## config.mk

```make
export PLATFORM = sky130hd
export DESIGN_NAME = ula_operand_loader
export DESIGN_NICKNAME = d
export VERILOG_FILES = /design/src/rtl/ula_operand_loader.sv
export SDC_FILE = /design/constraint.sdc
export NUM_CORES = 1
export LEC_CHECK = 0
export CELL_PAD_IN_SITES_DETAIL_PLACEMENT = 0
export CELL_PAD_IN_SITES_GLOBAL_PLACEMENT = 1
export CORE_ASPECT_RATIO = 2
export CORE_MARGIN = 1.5
export CORE_UTILIZATION = 36
export CTS_CLUSTER_DIAMETER = 30
export CTS_CLUSTER_SIZE = 8
export DETAILED_ROUTE_END_ITERATION = 16
export PLACE_DENSITY = 0.85
export SETUP_SLACK_MARGIN = 0.1
export SYNTH_ARGS = -nofsm -noshare
export SYNTH_HDL_FRONTEND = slang
export SYNTH_SLANG_ARGS = --single-unit
```

## constraint.sdc

```tcl
create_clock -name clock -period 1.72 [get_ports clock]
set_clock_uncertainty 0.1 [all_clocks]
set_input_delay 0.172 -clock clock [delete_from_list [all_inputs] [get_ports clock]]
set_output_delay 0.172 -clock clock [all_outputs]
set_load 0.01 [all_outputs]
```

## src/rtl/ula_operand_loader.sv

```systemverilog
// Operand loader for the ULA: collects one or two operand bytes from a shared bus,
// then pulses grab (execute) and done. Unary opcode 3'b111 skips the second operand.
module ula_operand_loader #(
    parameter int TIMEOUT = 15
) (
    input  logic       clock,
    input  logic       reset,
    input  logic [7:0] data_bus,
    input  logic       bus_valid,
    input  logic       start,
    input  logic [2:0] opcode,
    output logic [7:0] op_a,
    output logic [7:0] op_b,
    output logic [2:0] ula_op,
    output logic       grab,
    output logic       busy,
    output logic       done,
    output logic       err
);

    typedef enum logic [2:0] {
        S_IDLE   = 3'd0,
        S_WAIT_A = 3'd1,
        S_WAIT_B = 3'd2,
        S_EXEC   = 3'd3,
        S_DONE   = 3'd4
    } state_t;

    localparam logic [7:0] CNT_LAST = 8'(TIMEOUT - 1);
    localparam logic [2:0] OP_UNARY = 3'b111;

    state_t     r_state;
    logic [7:0] r_cnt;
    logic [7:0] r_op_a;
    logic [7:0] r_op_b;
    logic [2:0] r_ula_op;
    logic       r_grab;
    logic       r_busy;
    logic       r_done;
    logic       r_err;

    // Sequencer: grab/busy/done are registered alongside the state they decode
    always_ff @(negedge clock) begin
        if (reset) begin
            r_state  <= S_IDLE;
            r_cnt    <= 8'd0;
            r_op_a   <= 8'd0;
            r_op_b   <= 8'd0;
            r_ula_op <= 3'd0;
            r_grab   <= 1'b0;
            r_busy   <= 1'b0;
            r_done   <= 1'b0;
            r_err    <= 1'b0;
        end else begin
            r_grab <= 1'b0;
            r_done <= 1'b0;
            case (r_state)
                S_IDLE: begin
                    if (start) begin
                        r_ula_op <= opcode;
                        r_err    <= 1'b0;
                        r_cnt    <= 8'd0;
                        r_busy   <= 1'b1;
                        r_state  <= S_WAIT_A;
                    end else begin
                        r_state <= S_IDLE;
                    end
                end
                S_WAIT_A: begin
                    if (bus_valid) begin
                        r_op_a <= data_bus;
                        r_cnt  <= 8'd0;
                        if (r_ula_op == OP_UNARY) begin
                            r_op_b  <= 8'd0;
                            r_grab  <= 1'b1;
                            r_state <= S_EXEC;
                        end else begin
                            r_state <= S_WAIT_B;
                        end
                    end else if (r_cnt == CNT_LAST) begin
                        r_err   <= 1'b1;
                        r_cnt   <= 8'd0;
                        r_busy  <= 1'b0;
                        r_state <= S_IDLE;
                    end else begin
                        r_cnt <= r_cnt + 8'd1;
                    end
                end
                S_WAIT_B: begin
                    // A valid byte wins over an expiring timeout on the same edge
                    if (bus_valid) begin
                        r_op_b  <= data_bus;
                        r_cnt   <= 8'd0;
                        r_grab  <= 1'b1;
                        r_state <= S_EXEC;
                    end else if (r_cnt == CNT_LAST) begin
                        r_err   <= 1'b1;
                        r_cnt   <= 8'd0;
                        r_busy  <= 1'b0;
                        r_state <= S_IDLE;
                    end else begin
                        r_cnt <= r_cnt + 8'd1;
                    end
                end
                S_EXEC: begin
                    r_done  <= 1'b1;
                    r_state <= S_DONE;
                end
                S_DONE: begin
                    r_busy  <= 1'b0;
                    r_state <= S_IDLE;
                end
                default: begin
                    r_busy  <= 1'b0;
                    r_cnt   <= 8'd0;
                    r_state <= S_IDLE;
                end
            endcase
        end
    end

    assign op_a   = r_op_a;
    assign op_b   = r_op_b;
    assign ula_op = r_ula_op;
    assign grab   = r_grab;
    assign busy   = r_busy;
    assign done   = r_done;
    assign err    = r_err;

endmodule

```

==> out/qor.txt <==
most common library cell in the layout ignoring fill and taps = sky130_fd_sc_hd__inv_1
H-tree Lvls = 2
overflow left after global routing = 0
unrepaired setup endpoints after global routing = true
cell at the slowest stage of the critical path = sky130_fd_sc_hd__dfxtp_2
arrival time reported for the critical path endpoint = 1.67 ns
Hold Violations, Final = 0
Detailed Place HPWL = 2.88 mm
RR Startpoint = r_cnt[4]
final setup vio count = 24
share of the yosys chip area belonging to registers = 0.453
count of TritonRoute iterations in the first routing pass = 4
Pins Over Slew Limit = 0
routed wire length = 4.55 mm
final net count = 279
PortBufs = 37
Hold/Removal Path Class = reg -> reg
type of element capturing the critical path = output pin
source-to-sink clock delay at the later pin of the worst-skew pair = 0.36 ns
Setup TNS Final = -4.43 ns
number of rows created at floorplan = 33
CP cell instances = buf_6
number of antenna violations at the first check in global routing = 0
number of cells produced by synthesis = 163
Worst Path Max Fanout = 2
worst slack on hold paths = 0.373 ns
maximum buffer depth of the clock tree = 2
Peak VDD IR = 0.702 mV
R2R Path End = r_cnt[6]
number of violations reported at the end of detailed-routing iteration 0 = 25
root cell of the clock tree = sky130_fd_sc_hd__clkbuf_8
Setup Crit Path Kind = reg -> out
Layout Cells excl Fill = 315
worst setup path endpoint = op_b[5]
TritonCTS clock tree = yes
Mean Syn Cell Area = 9.23 um^2
Routability Congestion = 0.837
FILL cells = 336
Core Footprint = 0.00405 mm^2
leakage = 0.00116 uW
relative slew slack = 0.737
effective utilization at floorplan = 0.372
required time of the worst setup path = 1.45 ns
antenna fix cells = 0
sequential cell area in the final layout = 714 um^2
overall via count from detail_route = 1602
commonest cells after routing, fill and taps aside = sky130_fd_sc_hd__inv_1, sky130_fd_sc_hd__buf_6, sky130_fd_sc_hd__dfxtp_2
synthesized flop and latch total = 34
share of final-layout standard cells stronger than drive strength 1 = 0.479
Post-Synthesis Cell Area = 0.00150 mm^2
footprint of the multi-input gates = 947 um^2
Antenna Violating Nets Remaining = 0
largest net degree at the start of global routing = 12
source of the critical timing path = op_b[5]
count of yosys warnings during synthesis = 0
post-placement cell count = 261
first-pass GRT wire length = 7.19 mm
Cell variety after synth = 40
Routed WL per cell = 14.4 um
worst stage delay on the critical path = 0.33 ns
vias per cell = 5.09
crit-path leading delay family = flip-flops
kind of start point of the critical path = register
register-to-register setup slack = 0.04 ns
Levels on crit path = 1
Die Width = 48.7 um
transition time of the tightest slew-check pin = 0.394 ns
buffers plus inverters on the worst setup path = 1
Top FF cell, synth = sky130_fd_sc_hd__dfxtp_1
number of synthesized flops with an enable pin = 0
clock sinks = 34
R2R depth = 4
TritonCTS Buffers = 5
Synthesized Nets = 180
pwr dens = 924 mW/mm^2
run status = complete, but fails checks
clock-pin slew of the registers on the worst-case setup and hold paths = 0.05 ns
vias in the first global route = 1720
failing checks = negative setup slack
die outline height = 94.4 um
total DRC errors in the routed layout = 0
Maximum Capacitance Violations = 0
number of ports placed on the die boundary = 38
total die area = 0.00460 mm^2
minimum setup slack in the final design = -0.218 ns
global routing usage summed across all routing layers = 0.199
Synth async-reset ratio = 0
area overhead of the layout relative to synthesis = 78.6%
[worst min path at each step]
stage,slack (ns),to,from,depth (start not counted)
3_5_place_dp,0.37,op_b[0],op_b[0],2
4_1_cts,0.37,op_b[0],op_b[0],2
5_1_grt,0.39,op_b[6],op_b[6],2
2_1_floorplan,0.37,r_cnt[7],r_cnt[7],2
6_report,0.37,op_b[6],op_b[6],2
3_3_place_gp,0.35,op_b[4],op_b[4],2
[routing by layer]
| metal | GRT usage | up-vias | part of all wire |
|---|---|---|---|
| li1 | - | 769 | - |
| met1 | 0.193 | 777 | 0.37 |
| met2 | 0.339 | 45 | 0.57 |
| met3 | 0.0570 | 11 | 0.037 |
| met4 | 0.174 | 0 | 0.028 |
| met5 | 0 | - | 0 |
[sequential cells by signal, indices dropped and copies added, names as in the netlist]
register / flops
busy: 1
done: 1
err: 1
grab: 1
op_a: 8
op_b: 8
r_cnt: 8
r_state: 3
ula_op: 3
[where the power goes]
part	leakage, uW	internal (uW)	switching, uW
clock network	0.000250	684	533
registers	0.000288	829	28.0
logic	0.000618	227	182
total	0.00116	1740	743
[kinds of logic after synthesis]
group           after synthesis  synth area share
flops                        34             0.453
fa+ha+maj                     2            0.0166
compound gates               26             0.116
simple gates                 69             0.241
xor+xnor                      1           0.00582
mux                          19             0.126
buf+inv                      12            0.0408
[final cells by class]
class                           instances  share of cell area
Clock inverter                         37              0.0722
Inverter                                3             0.00466
Tap cell                               52              0.0242
Timing Repair Buffer                   66               0.255
Clock buffer                            5              0.0256
Sequential cell                        34               0.266
Multi-Input combinational cell        118               0.353
[per-stage QoR]
step           setup WS (ns)  total power (uW)   util  area, um^2
5_1_grt               -0.247              2620  0.664        2690
2_1_floorplan         -0.212              1160      -        1590
4_1_cts               -0.224              2490  0.635        2570
6_report              -0.218              2480  0.664        2690
3_5_place_dp          -0.878              1290  0.515        2090
3_3_place_gp          -0.846              1280  0.515        2090
[synthesized netlist by cell type, types with 2 or more instances]
cell type,number,share of area
sky130_fd_sc_hd__ha_1,2,0.017
sky130_fd_sc_hd__nand2_1,20,0.050
sky130_fd_sc_hd__clkbuf_1,2,0.0050
sky130_fd_sc_hd__or2_2,2,0.0083
sky130_fd_sc_hd__nand2b_1,4,0.017
sky130_fd_sc_hd__dfxtp_1,34,0.45
sky130_fd_sc_hd__or3_1,6,0.025
sky130_fd_sc_hd__buf_2,4,0.013
sky130_fd_sc_hd__a21oi_1,10,0.033
sky130_fd_sc_hd__a21boi_0,2,0.010
sky130_fd_sc_hd__nand3_1,4,0.013
sky130_fd_sc_hd__mux2i_1,19,0.13
sky130_fd_sc_hd__and3_1,2,0.0083
sky130_fd_sc_hd__inv_1,3,0.0075
sky130_fd_sc_hd__o21ai_0,6,0.020
sky130_fd_sc_hd__nand4_1,2,0.0083
sky130_fd_sc_hd__nor2_1,18,0.045
[what timing repair did]
item / 4_1_cts / 5_1_grt
setup buffers: 6 / 6
pin swaps: 11 / 8
gates resized for setup: 181 / 25
endpoints found under the setup margin: 57 / 51
hold buffers: 0 / 0
endpoints found under the hold margin: 0 / 0
cloned: 1 / 0
(Power assumes the default switching activity.)
